**src/rtl/sync_fifo_param.sv**
```systemverilog
// sync_fifo_param: parameterised single-clock FIFO with count, almost flags and error pulses.
// Define SYNC_FIFO_FWFT_EN for first-word-fall-through reads; default is 1-cycle registered reads.
module sync_fifo_param #(
  parameter int WIDTH = 32,
  parameter int DEPTH = 8,
  parameter int AF_LEVEL = 6,
  parameter int AE_LEVEL = 2,
  localparam int CW = $clog2(DEPTH + 1)
) (
  input  logic             clock,
  input  logic             reset,
  input  logic             wn,
  input  logic             rn,
  input  logic [WIDTH-1:0] DATAIN,
  output logic [WIDTH-1:0] DATAOUT,
  output logic             full,
  output logic             empty,
  output logic             almost_full,
  output logic             almost_empty,
  output logic [CW-1:0]    count,
  output logic             overflow,
  output logic             underflow
);
  localparam int AW = $clog2(DEPTH);
  logic [WIDTH-1:0] mem [DEPTH];
  logic [AW-1:0] wptr, rptr;
  logic wr_ok, rd_ok;
  function automatic logic [AW-1:0] inc(input logic [AW-1:0] p);
    return p == AW'(DEPTH - 1) ? '0 : p + 1'b1;
  endfunction
  always_comb begin
    full = count == CW'(DEPTH);
    empty = count == '0;
    almost_full = count >= CW'(AF_LEVEL);
    almost_empty = count <= CW'(AE_LEVEL);
    // a read on a full FIFO frees the slot the simultaneous write uses
    wr_ok = wn & (~full | rn);
    rd_ok = rn & ~empty;
  end
  always_ff @(posedge clock or negedge reset)
    if (!reset) begin
      wptr <= '0;
      rptr <= '0;
      count <= '0;
      overflow <= 1'b0;
      underflow <= 1'b0;
    end else begin
      if (wr_ok) wptr <= inc(wptr);
      if (rd_ok) rptr <= inc(rptr);
      count <= count + CW'(wr_ok) - CW'(rd_ok);
      overflow <= wn & ~wr_ok;
      underflow <= rn & ~rd_ok;
    end
  always_ff @(posedge clock)
    if (wr_ok) mem[wptr] <= DATAIN;
`ifdef SYNC_FIFO_FWFT_EN
  assign DATAOUT = empty ? '0 : mem[rptr];
`else
  always_ff @(posedge clock or negedge reset)
    if (!reset) DATAOUT <= '0;
    else if (rd_ok) DATAOUT <= mem[rptr];
`endif
endmodule
```
**config.mk**
```make
export PLATFORM = sky130hd
export DESIGN_NAME = sync_fifo_param
export DESIGN_NICKNAME = d
export VERILOG_FILES = /design/src/rtl/sync_fifo_param.sv
export SDC_FILE = /design/constraint.sdc
export NUM_CORES = 1
export LEC_CHECK = 0
export BUFFER_PORTS_ARGS = -buffer_cell sky130_fd_sc_hd__buf_2
export CORE_ASPECT_RATIO = 2
export CORE_MARGIN = 2
export CORE_UTILIZATION = 54
export DETAILED_ROUTE_END_ITERATION = 10
export GPL_TIMING_DRIVEN = 0
export PLACE_DENSITY = 0.75
export SYNTH_ARGS = -nofsm -noshare
export SYNTH_HDL_FRONTEND = slang
export SYNTH_SLANG_ARGS = --single-unit
```
**constraint.sdc**
```tcl
create_clock -name clock -period 4 [get_ports clock]
set_input_delay 0.4 -clock clock [delete_from_list [all_inputs] [get_ports clock]]
set_output_delay 0.4 -clock clock [all_outputs]
set_load 0.1 [all_outputs]
```
* Word level (Yosys, flattened, before mapping) *
Memories as Yosys holds them, arrays and structs flattened. A register that Yosys moved wholly into a read port is not among the register bits.
Cells that the tools add are included.

word-level totals
  register bits after elaboration = 12
  memory bits (writable) = 256
  word-level logic and storage cells = 30
  memories = 1

operators by class
  add/sub/neg operators = 4
  order comparisons = 2
  equality and inequality tests = 3
  mux-type cells = 4
  bitwise gates (word level) = 9
  reduce and logical (&&, ||, !) cells = 2

memory list
  name  words  width  rd ports  clocked after Yosys merged registers in  wr ports  RTL line  RTL
  mem   8      32     1         1                                        1         25        logic [WIDTH-1:0] mem [DEPTH];

operators with widths
  kind                                                                               count
  3-bit by 1-bit adder with 3-bit output (second input constant)                     2
  3-bit equality test (second input constant)                                        2
  3-bit two-way mux                                                                  2
  4-bit by 1-bit adder with 4-bit output                                             1
  1-bit AND                                                                          4
  4-bit equality test (second input constant)                                        1
  4-bit by 3-bit >= comparator with 1-bit output (second input constant)             1
  4-bit by 2-bit less-or-equal comparator with 1-bit output (second input constant)  1
  4-bit logical NOT                                                                  1
  1-bit inverter                                                                     4
  4-bit by 1-bit subtractor with 4-bit output                                        1
  1-bit two-way mux                                                                  2
  1-bit logical NOT                                                                  1
  1-bit bitwise OR                                                                   1

* Longest topological paths before layout *
Gate-level depths: netlist (run 1).

  depth in word-level cells = 6
  depth in mapped cells = 13
  mapped depth without buffers = 11

* Least setup slack after synthesis (run 1) *
No wires, ideal clock.

  path type = reg2reg
  start = reg count[2]
  end = mem mem[0][0] (enable)
  library setup time = 0.501 ns
  data arrival time = 4.761 ns
  data required time = 3.499 ns
  setup slack = -1.262 ns
  cell stages (with the launch flop) = 6
  period minus slack after synthesis = 5.262 ns
  cells stage by stage = dfrtp_1 > inv_1 > ha_1 > or4b_4 > nand2_4 > nor4_1

on the way
  longest elaborated chain between the ends = 6

ends and longest elaborated chain
  item                                     RTL line  RTL
  from (decl)                              20        output logic [CW-1:0] count,
  from (signal assigned)                   50        count <= count + CW'(wr_ok) - CW'(rd_ok);
  4-bit equality test                      32        full = count == CW'(DEPTH);
  1-bit inverter                           37        wr_ok = wn & (~full | rn);
  1-bit bitwise OR                         37
  1-bit AND                                37
  1-bit two-way mux                        55        if (wr_ok) mem[wptr] <= DATAIN;
  1-bit two-way mux (not written as such)  55
  to (decl)                                25

Every way passes these cells.

* Worst setup path in the final report (run 1) *
  start = reg count[2]
  end = out empty

on the way
  longest elaborated chain between the ends = 1

ends and longest elaborated chain
  item               RTL line  RTL
  4-bit logical NOT  33        empty = count == '0;
  to (decl)          17        output logic empty,

Every way passes these cells.

==> summary.md, run 1 <==
| Metric | Value |
|---|---|
| Syn Inst Count | ~660 |
| YS warnings | 0 |
| Synth top area share | about 65% |
| Reg clk slew, reported paths | about 0.07 ns |
| Top cell family by delay on the critical path | buffers and inverters |
| Row Count | 76 |
| Largest net degree at the start of global routing | 45 |
| PnR Total Power | approximately 11 mW |
| Area Growth Syn to Fin | 16.2% |
| Nets | slightly above 800 |
| DIE AREA | 23,000 sq um |
| # port buffers | 77 |
| Worst-Margin Slew | about 0.9 ns |
| Iter 0 DRT Violations | roughly 420 |
| Worst-path cell chain | inv_1, ha_1, nor3b_2, clkbuf_1, buf_2 |
| Count leader, synth | edfxtp_1 |
| Placed cell areas | 12,800 sq um |
| Pre-CTS WS | 0.804 ns |
| Finished Cell Area | around 14,000 sq um |
| CP peak stage delay | 0.62 ns |
| DRC viols | 0 |
| Worst EP arrival | approximately 2.9 ns |
| Number of synthesized flops with an enable pin | around 260 |
| CP Launch Type | register |
| Minimum clock period | 3.27 ns |
| Via count | 6,563 |
| Register area share after synthesis | roughly 75% |
| Root Driver | clkbuf_16 |
| Mapped cell area | around 12,000 sq um |
| Global-route wire length before repair | 40,100 um |
| Number of global-route vias before repair | 6,928 |
| Top cells by area, synth | edfxtp_1 (65%), dfrtp_1 (9.4%), mux2_2 (6.3%) |
| Fin. max-slew vios | 0 |
| Required @ worst endpoint | approximately 3.6 ns |
| Core area | ~21,000 sq um |
| Setup ws final | 0.730 ns |
| Slew HR | around 39% |
| CTS buffer count | 25 |
| CTS Sinks | 300 |
| Leak | around 5.0 nW |
| Post-synth top area cell | edfxtp_1 |
| Class of the worst hold path | in -> reg |
| Mean number of vias per cell | slightly above 6 |
| Synth unique cells | 36 |
| Top post-synthesis cells by count | edfxtp_1 (256), mux2_2 (66), mux2i_1 (64), dfrtp_1 (44) |
| IO Pins | 78 |
| Worst Path Max Fanout | 10 |
| Setup violators final | 0 |
| Max frequency | about 300 MHz |
| Clock Latency Late Sink | 0.54 ns |
| Max stage delay cell, worst path | nor3b_2 |
| Setup crit end kind | output pin |
| Outcome | finished, final reports clean |
| Gpl congestion | between 0.7 and 0.8 |
| Power Dens Cells | between 800 and 900 nW/um^2 |
| Filler cells | approximately 1,500 |
| Final Hold Viols | 0 |
| Syn_area_per_cell | ~18 sq um |
| Starting Density | a little over half |
| Synth async-reset ratio | about 15% |
| Setup repair after global routing missed its margin | no |
| Initial antenna violation count | 3 |
| Synthesized Nets | slightly above 700 |
| H-tree Lvls | 1 |
| Die W | approximately 110 um |
| WL final | approximately 27,000 um |
| CTS tree | built |
| Maximum VDD drop | 805 uV |
| WS Path Type | reg -> out |
| Detailed Routing Iterations Pass 1 | 5 |
| Synthesized flop and latch total | 300 |
| Final Cycle Share | around four fifths |
| Number of max-cap violations | 0 |
| WL/cell | 25.2 um |
| Die height | between 200 and 250 um |
| Worst Path Buf+Inv | 3 |
| Layout cell share with drive strength beyond 1 | 29.4% |
| Post-synth top flop | edfxtp_1 |
| Clock skew | just over 0.009 ns |
| Global-route usage over all layers | around a quarter |
| Post-DP HPWL | ~18,000 um |
| Fin util | between 60% and 70% |
| Number of nets with antenna violations after routing | 0 |
| GR Overflow Total | 0 |
| Max Root-Sink Buffers | 3 |
==> metrics by stage <==
stage	std cells	hold WS [ns]	TNS [ns]
2_1_floorplan	657	0.104	-38.63
3_3_place_gp	1007	0.493	-234.66
3_5_place_dp	1025	0.499	0
4_1_cts	1071	0.107	0
5_1_grt	1075	0.120	0
6_report	1076	0.122	0
==> cells in the final DEF (no fill, tap or decap), types with 2 or more instances in the layout <==
cell type and instances:
clkbuf_16 25, o21ai_0 33, edfxtp_1 256, diode_2 3
mux2i_1 64, xor2_1 2, nor2_4 3, nand2b_1 5
dfrtp_1 44, o31ai_1 31, nor3_2 3, ha_1 12
buf_2 82, clkinv_2 7, clkinvlp_4 4, buf_6 16
buf_16 5, mux2_2 66, nand2_1 5, clkbuf_1 21
a22o_1 33, buf_8 3, clkinv_1 2, inv_1 7
nor2_1 4, o22ai_1 32, nor2b_1 2, buf_4 7
mux2_1 3, clkinv_4 2, buf_12 2
==> sequential cells by signal (all words and copies together) (netlist names) <==
name	flops
DATAOUT	32
underflow	1
wptr	3
count	4
rptr	3
mem	256
overflow	1
==> where the power goes <==
group          internal [mW]  switching, mW  leakage, nW  total (mW)
combinational           1.38           3.30         1.74        4.68
clock                   1.25           1.11        0.382        2.35
sequential              4.03          0.287         2.85        4.32
total                   6.65           4.70         4.98        11.4
==> metal layers <==
layer | global-route usage [%] | wire length [um] | up-vias
met5 | 0 | 0 | -
met4 | 13.4 | 1310 | 0
met3 | 2.78 | 1550 | 83
met2 | 43.9 | 14700 | 294
met1 | 27.0 | 9590 | 3321
li1 | - | - | 2865
==> final timing paths <==
path	from	end	slack (ns)	cells after the start
min in group asynchronous	reset	DATAOUT[23]$_DFFE_PN0P_	0.30	2
worst min-delay path	DATAIN[13]	mem[1][13]$_DFFE_PP_	0.12	1
worst max-delay path	count[2]$_DFF_PN0_	empty	0.73	5
worst max register to register	count[2]$_DFF_PN0_	count[2]$_DFF_PN0_	0.80	12
max in group asynchronous	reset	DATAOUT[29]$_DFFE_PN0P_	3.12	3
worst min register to register	DATAOUT[24]$_DFFE_PN0P_	DATAOUT[24]$_DFFE_PN0P_	0.51	2
==> final cells by class <==
class	instances	area [sq um]	area share, %
clock inverters	18	140	1.03
repair buffers	97	703	5.15
diodes	3	7.51	0.0549
well taps	273	342	2.50
plain buffers	38	244	1.79
clock buffers	28	647	4.73
inverters	7	26.3	0.192
multi-input cells	312	2760	20.2
flip-flops and latches	300	8790	64.3
==> cell families (layout without fill, tap and decap cells) <==
group                      Yosys count  after routing  share of synthesized area, %
AOI/OAI and AO/OA                  133            133                          7.80
xor gates and xnor gates             2              2                         0.149
adders and majority gates           13             13                          1.45
buffers and inverters               45            188                          2.30
DFF                                300            300                          74.7
muxes                              133            133                          12.1
other                                0              3                             0
and+or+nand+nor                     31             31                          1.51
==> repair_timing <==
action / in CTS / in global routing
hold buffers: 0 / 1
setup buffers: 0 / 0
endpoints found under the hold margin: 0 / 10
resized for setup: 0 / 0
setup endpoints to repair: 0 / 0
Power figures use the tool's default switching activity.
==> run 2: changes to the inputs <==
--- a/config.mk
+++ b/config.mk
@@ -5,13 +5,14 @@
 export SDC_FILE = /design/constraint.sdc
 export NUM_CORES = 1
 export LEC_CHECK = 0
+export ABC_AREA = 1
 export BUFFER_PORTS_ARGS = -buffer_cell sky130_fd_sc_hd__buf_2
 export CORE_ASPECT_RATIO = 2
 export CORE_MARGIN = 2
-export CORE_UTILIZATION = 54
+export CORE_UTILIZATION = 60
 export DETAILED_ROUTE_END_ITERATION = 10
 export GPL_TIMING_DRIVEN = 0
-export PLACE_DENSITY = 0.75
+export PLACE_DENSITY = 0.79
 export SYNTH_ARGS = -nofsm -noshare
 export SYNTH_HDL_FRONTEND = slang
 export SYNTH_SLANG_ARGS = --single-unit
==> constraint.sdc (replaced) <==
create_clock -name clock -period 3.4 [get_ports clock]
set_input_delay 0.34 -clock clock [delete_from_list [all_inputs] [get_ports clock]]
set_output_delay 0.34 -clock clock [all_outputs]
set_load 0.1 [all_outputs]
==> summary.md, run 2 <==
| Metric | Value |
|---|---|
| Synth unique cells | 22 (was 36) |
| Max Root-Sink Buffers | 3 (unchanged) |
| Gpl congestion | 0.847 (was 0.793) |
| # resized after CTS | 0 (unchanged) |
| Clock Latency Late Sink | 0.53 ns (was 0.54 ns) |
| Top reg by flops | mem (unchanged) |
| Die height | 209 um (was 213 um) |
| Setup repair after global routing missed its margin | no (unchanged) |
| Worst-Margin Slew | 1.21 ns (was 0.917 ns) |
| Initial antenna violation count | 3 (unchanged) |
| WL/cell | 18.6 um (was 25.2 um) |
| Finished Cell Area | 14,500 sq um (was 13,700 sq um) |
| IO Pins | 78 (unchanged) |
| Number of nets with antenna violations after routing | 0 (unchanged) |
| Top post-synthesis cells by count | nand2_1 (401), edfxtp_1 (256), inv_1 (209), nand3_1 (196), dfrtp_1 (44) (was edfxtp_1 (256), mux2_2 (66), mux2i_1 (64), dfrtp_1 (44)) |
| CTS Sinks | 300 (unchanged) |
| Max stage delay cell, worst path | dfrtp_1 (was nor3b_2) |
| Required @ worst endpoint | 3.82 ns (was 3.60 ns) |
| Register area share after synthesis | 69.5% (was 74.7%) |
| Setup crit end kind | register (was output pin) |
| Syn_area_per_cell | 10.5 sq um (was 17.9 sq um) |
| CP peak stage delay | 0.39 ns (was 0.62 ns) |
| Top sig layer | met4 (unchanged) |
| Hold Path Cell Cnt | 3 (was 1) |
| WL final | 29,700 um (was 27,100 um) |
| Max reg flops | 256 (unchanged) |
| Reg clk slew, reported paths | 0.07 ns (about the same) |
| Setup bufs post-CTS | 0 (unchanged) |
| Reg2Reg Depth | 11 (was 12) |
| H-tree Lvls | 1 (unchanged) |
| Largest net degree at the start of global routing | 45 (unchanged) |
| Setup violators final | 0 (unchanged) |
| Most frequent cells in the layout | nand2_1 (401), edfxtp_1 (256), inv_1 (209) (was edfxtp_1 (256), buf_2 (82), mux2_2 (66)) |
| Layout cell share with drive strength beyond 1 | 13.6% (was 29.4%) |
| Core area | 20,800 sq um (was 21,500 sq um) |
| Worst-path cell chain | inv_1, ha_1, nand3_2, nand2_2, inv_2, buf_2, ha_1, inv_1, ha_1, fa_1, xor2_1 (was inv_1, ha_1, nor3b_2, clkbuf_1, buf_2) |
| WHS | 0.0225 ns (was 0.122 ns) |
| Clock skew | 0.0140 ns (was 0.00913 ns) |
| Top Registers | mem (256), DATAOUT (32), count (4) (unchanged) |
| Synth top area share | 60.8% (was 65.4%) |
| Maximum VDD drop | 767 uV (was 805 uV) |
| Most common cell after layout, fill and taps aside | nand2_1 (was edfxtp_1) |
| Met3 wire length | 2340 um (was 1550 um) |
| Detailed Routing Iterations Pass 1 | 5 (unchanged) |
| Setup ws final | 0.785 ns (was 0.730 ns) |
| DR WL met2 | 16,000 um (was 14,700 um) |
| Via count | 8,730 (was 6,563) |
| Mapped cell area | 12,700 sq um (was 11,800 sq um) |
| YS warnings | 0 (unchanged) |
| Worst Path Max Fanout | 10 (unchanged) |
| Final Cycle Share | about three quarters |
| CTS Hold Bufs | 0 (unchanged) |
| Worst EP arrival | 3.03 ns (was 2.87 ns) |
| Synthesized flop and latch total | 300 (unchanged) |
| Number of synthesized flops with an enable pin | 256 (unchanged) |
| Nets | 1,361 (was 830) |
| PnR Total Power | 13.8 mW (was 11.4 mW) |
| Max frequency | 382 MHz |
| DIE AREA | 22,300 sq um (was 23,000 sq um) |
| Post-synth top area cell | edfxtp_1 (unchanged) |
| Minimum clock period | about 2.6 ns |
| CTS buffer count | 24 (was 25) |
| Class of the worst hold path | in -> reg (unchanged) |
| Non-Filler Instances | 1,602 (was 1,076) |
| # port buffers | 77 (unchanged) |
| Number of max-cap violations | 0 (unchanged) |
| Outcome | finished, final reports clean (unchanged) |
| Global-route wire length before repair | 45,400 um (was 40,100 um) |
| Wl on met1 | 10,100 um (was 9590 um) |
| GR Overflow Total | 0 (unchanged) |
| Inst Count DP | 1,555 (was 1,025) |
| Power Dens Cells | 954 nW/um^2 (was 831 nW/um^2) |
| Row Count | 75 (was 76) |
| Post-synth top flop | edfxtp_1 (unchanged) |
| WS Path Type | reg -> reg (was reg -> out) |
| Count leader, synth | nand2_1 (was edfxtp_1) |
| Pre-CTS WS | 0.806 ns (was 0.804 ns) |
| Synth async-reset ratio | 14.7% (unchanged) |
| Leak | 6.52 nW (was 4.98 nW) |
| Syn Inst Count | 1,201 (was 657) |
| Placed cell areas | 13,600 sq um (was 12,800 sq um) |
| Area Growth Syn to Fin | 14.4% (was 16.2%) |
| Mean number of vias per cell | 5.45 (was 6.10) |
| Root Driver | clkbuf_16 (unchanged) |
| Top cells by area, synth | edfxtp_1 (61%), nand2_1 (12%), dfrtp_1 (8.7%) (was edfxtp_1 (65%), dfrtp_1 (9.4%), mux2_2 (6.3%)) |
| Number of global-route vias before repair | 8,791 (was 6,928) |
| Iter 0 DRT Violations | 647 (was 424) |
| CTS tree | built (unchanged) |
| Final Hold Viols | 0 (unchanged) |
| Starting Density | 60.7% (was 54.7%) |
| DRC viols | 0 (unchanged) |
| Die W | 107 um (was 108 um) |
| Slew HR | 19.4% (was 38.7%) |
| CP Launch Type | register (unchanged) |
| Fin. max-slew vios | 0 (unchanged) |
| Synthesized Nets | 1,250 (was 706) |
| Post-DP HPWL | 19,200 um (was 17,600 um) |
| Global-route usage over all layers | 27.0% (was 24.1%) |
| CP dominant cell by count | ha_1 |
## run 2: changes by cell type after synthesis, sizes merged, moves of 4 or more
| cell | delta |
|---|---|
| mux2 | -69 |
| a22o | -33 |
| nand3 | +196 |
| o22ai | -32 |
| mux2i | -64 |
| buf | +27 |
| o21ai | -28 |
| clkbuf | -9 |
| inv | +205 |
| nor3 | -4 |
| nand2 | +396 |
| nand2b | -5 |
| o31ai | -32 |
## run 2: stage by stage
step	setup TNS (ns)	utilization (%)
final	0	69.5
after global routing	0	69.5
after CTS	0	69.4
after detailed placement	0	65.3
after global placement	-219.48	64.2
after floorplan	-52.44	-
## run 2: path summary, 6_finish.rpt
kind | startpoint | to | slack (ns)
worst min-delay path | wn | overflow$_DFF_PN0_ | 0.02
worst min register to register | DATAOUT[2]$_DFFE_PN0P_ | DATAOUT[2]$_DFFE_PN0P_ | 0.48
worst max register to register | count[3]$_DFF_PN0_ | count[2]$_DFF_PN0_ | 0.79
min in group asynchronous | reset | overflow$_DFF_PN0_ | 0.06
worst max-delay path | count[3]$_DFF_PN0_ | count[2]$_DFF_PN0_ | 0.79
max in group asynchronous | reset | DATAOUT[14]$_DFFE_PN0P_ | 2.58
## run 2: power by group
group / total [mW] / switching [mW] / internal [mW]
sequential: 4.92 / 0.242 / 4.68
clock: 3.01 / 1.24 / 1.78
combinational: 5.87 / 4.56 / 1.30
total: 13.8 / 6.05 / 7.76
## run 2: cells by family (layout without fill, tap and decap cells)
kind of cell	after synthesis	count (layout)	synth area share, %
DFF	300	300	69.5
buffers and inverters	268	397	8.55
AOI/OAI and AO/OA	7	7	0.316
and+or+nand+nor	611	611	20.2
adders and majority gates	13	13	1.34
other	0	3	0
xor gates and xnor gates	2	2	0.138
## run 2: routing by layer
metal  global-route usage (%)  vias to the layer above
met1                     30.3                     4156
met4                     14.0                        0
met3                     3.79                       88
li1                         -                     4077
met5                        0                        -
met2                     49.0                      409
## run 2: critical path: cells and delay by family, from the launching register on
family	cells	cell delay (ns)
buf+inv	4	0.48
flops	1	0.39
simple gates	2	0.32
xor+xnor	1	0.17
fa+ha+maj	4	1.12
## run 2: final cells by class
| cell class | count | area, sq um |
|---|---|---|
| clock buffers | 31 | 668 |
| clock inverters | 13 | 198 |
| inverters | 212 | 796 |
| well taps | 269 | 337 |
| repair buffers | 85 | 546 |
| diodes | 3 | 7.51 |
| plain buffers | 56 | 287 |
| fillers | 1521 | 6360 |
| multi-input cells | 633 | 2850 |
| flip-flops and latches | 300 | 8790 |
==> run 3: changes to the inputs <==
==> constraint.sdc (replaced) <==
create_clock -name clock -period 2.5 [get_ports clock]
set_input_delay 0.25 -clock clock [delete_from_list [all_inputs] [get_ports clock]]
set_output_delay 0.25 -clock clock [all_outputs]
set_load 0.1 [all_outputs]
==> summary.md, run 3 (same netlist as run 2, synthesis figures left out) <==
| Metric | Value |
|---|---|
| Layout cell share with drive strength beyond 1 | 15.9% (was 13.6%) |
| Int Power | 10.9 mW (was 7.76 mW) |
| Top reg by flops | mem (unchanged) |
| Maximum VDD drop | 1380 uV (was 767 uV) |
| Clock Latency Late Sink | 0.54 ns (was 0.53 ns) |
| CTS tree | built (unchanged) |
| Setup repair after global routing missed its margin | yes (was no) |
| Required @ worst endpoint | 2.92 ns (was 3.82 ns) |
| Reg clk slew, reported paths | 0.07 ns (about the same) |
| Sw power | 8.63 mW (was 6.05 mW) |
| Die height | 209 um (unchanged) |
| WHS | 0.0174 ns (was 0.0225 ns) |
| Power Dens Cells | 1290 nW/um^2 (was 954 nW/um^2) |
| Non-Filler Instances | 1,656 (was 1,602) |
| Top Registers | mem (256), DATAOUT (32), count (4) (unchanged) |
| Mean number of vias per cell | 5.63 (was 5.45) |
| Row Count | 75 (unchanged) |
| Via count | 9,326 (was 8,730) |
| Setup crit end kind | register (unchanged) |
| Number of nets with antenna violations after routing | 0 (unchanged) |
| Max frequency | 411 MHz (was 382 MHz) |
| Worst Path Max Fanout | 12 (was 10) |
| DRC viols | 0 (unchanged) |
| WS Path Type | reg -> reg (unchanged) |
| Finished Cell Area | 15,100 sq um (was 14,500 sq um) |
| Max reg flops | 256 (unchanged) |
| GR Overflow Total | 0 (unchanged) |
| Slew HR | 18.6% (was 19.4%) |
| Number of global-route vias before repair | 9,270 (was 8,791) |
| Global-route wire length before repair | 49,600 um (was 45,400 um) |
| Detailed Routing Iterations Pass 1 | 6 (was 5) |
| WL final | 32,800 um (was 29,700 um) |
| CP Launch Type | register (unchanged) |
| Global-route usage over all layers | 29.8% (was 27.0%) |
| Setup violators final | 0 (unchanged) |
| Minimum clock period | 2.43 ns (was 2.61 ns) |
| Clock skew | 0.0201 ns (was 0.0140 ns) |
| # port buffers | 77 (unchanged) |
| Sequential fraction of design power | 34.6% (was 35.7%) |
| Placed cell areas | 13,400 sq um (was 13,600 sq um) |
| Number of max-cap violations | 0 (unchanged) |
| Post-DP HPWL | 18,100 um (was 19,200 um) |
| Die W | 107 um (unchanged) |
| Worst-Margin Slew | 1.22 ns (was 1.21 ns) |
| Combinational power share | 43.1% (was 42.5%) |
| WL/cell | 19.8 um (was 18.6 um) |
| Fin. max-slew vios | 0 (unchanged) |
| Clock share of power | 22.3% (was 21.8%) |
| Filler cells | 1,353 (was 1,521) |
| Starting Density | 60.7% (unchanged) |
| Largest net degree at the start of global routing | 45 (unchanged) |
| Final Hold Viols | 0 (unchanged) |
| Most common cell after layout, fill and taps aside | nand2_1 (unchanged) |
| Nets | 1,418 (was 1,361) |
| H-tree Lvls | 1 (unchanged) |
| Gpl congestion | 0.843 (was 0.847) |
| Switching Share | 44.3% (was 43.8%) |
| Initial antenna violation count | 0 (was 3) |
| Core area | 20,800 sq um (unchanged) |
| CTS Sinks | 300 (unchanged) |
| Outcome | finished, final reports clean (unchanged) |
| Class of the worst hold path | in -> reg (unchanged) |
| Max Root-Sink Buffers | 3 (unchanged) |
| Most frequent cells in the layout | nand2_1 (399), edfxtp_1 (256), inv_1 (207) (was nand2_1 (401), edfxtp_1 (256), inv_1 (209)) |
| ANT cells | 0 (was 3) |
| CTS buffer count | 25 (was 24) |
| Final Cycle Share | 97.4% (was 76.9%) |
| Worst EP arrival | 2.85 ns (was 3.03 ns) |
| Root Driver | clkbuf_16 (unchanged) |
| DIE AREA | 22,300 sq um (unchanged) |
| Leak | 6.79 nW (was 6.52 nW) |
| Inst Count DP | 1,547 (was 1,555) |
| IO Pins | 78 (unchanged) |
| Area Growth Syn to Fin | 19.5% (was 14.4%) |
| Iter 0 DRT Violations | 962 (was 647) |
[run 3: power by group through the flow]
stage / Clock (mW) / Combinational [mW] / Sequential, mW
final: 4.35 / 8.40 / 6.74
after global routing: 4.51 / 8.89 / 6.81
after CTS: 4.34 / 8.24 / 6.71
after detailed placement: 0 / 7.81 / 6.82
after global placement: 0 / 7.65 / 6.79
after floorplan: 0 / 3.65 / 8.93
[run 3: through the flow]
step,power (mW),TNS [ns],util [%],setup slack [ns]
3_5_place_dp,14.6,-70.04,64.6,-0.322
2_1_floorplan,12.6,0,-,0.0340
5_1_grt,20.2,-0.0325,72.6,-0.0325
3_3_place_gp,14.4,-54.10,64.6,-0.249
4_1_cts,19.3,0,72.5,0.0180
6_report,19.5,0,72.6,0.0657
[run 3: final timing paths]
kind                                              start                 endpoint  slack (ns)  cells after the start
worst max register to register       count[3]$_DFF_PN0_       count[2]$_DFF_PN0_        0.07                     10
min in group asynchronous                         reset      wptr[0]$_DFFE_PN0P_        0.51                      2
worst min register to register  DATAOUT[29]$_DFFE_PN0P_  DATAOUT[29]$_DFFE_PN0P_        0.48                      2
worst min-delay path                         DATAIN[12]     mem[0][12]$_DFFE_PP_        0.02                      1
worst max-delay path                 count[3]$_DFF_PN0_       count[2]$_DFF_PN0_        0.07                     10
max in group asynchronous                         reset       count[3]$_DFF_PN0_        1.11                      2
[run 3: layout make-up]
| class | count | area, sq um | share of cell area, % |
|---|---|---|---|
| multi-input combinational | 641 | 2950 | 19.5 |
| clock buffer | 28 | 667 | 4.41 |
| timing repair buffer | 134 | 1030 | 6.80 |
| tap | 269 | 337 | 2.23 |
| clock inverter | 17 | 260 | 1.72 |
| buffer | 55 | 282 | 1.86 |
| sequential | 300 | 8800 | 58.2 |
| inverter | 212 | 798 | 5.28 |
[run 3: what timing repair did]
action                                  CTS  global route
endpoints found under the setup margin  258           168
endpoints found under the hold margin   229             0
pin swaps                                15             0
hold buffers                             31             0
gates cloned                              8             0
buffers inserted                         26             0
gates resized for setup                   9             4
[run 3: critical path: stages (launching register included)]
cell,delay [ns]
dfrtp_4,0.49
inv_2,0.09
ha_1,0.19
nand3_2,0.13
nand2_4,0.17
inv_4,0.12
ha_1,0.31
inv_1,0.05
ha_1,0.20
fa_1,0.38
xor2_1,0.18
[run 3: routing by layer]
layer,wire [um],vias to the layer above,track usage (%)
met4,2260,0,20.6
met5,0,-,0
met1,10300,4351,33.1
met2,17000,625,51.6
li1,-,4195,-
met3,3190,155,4.60
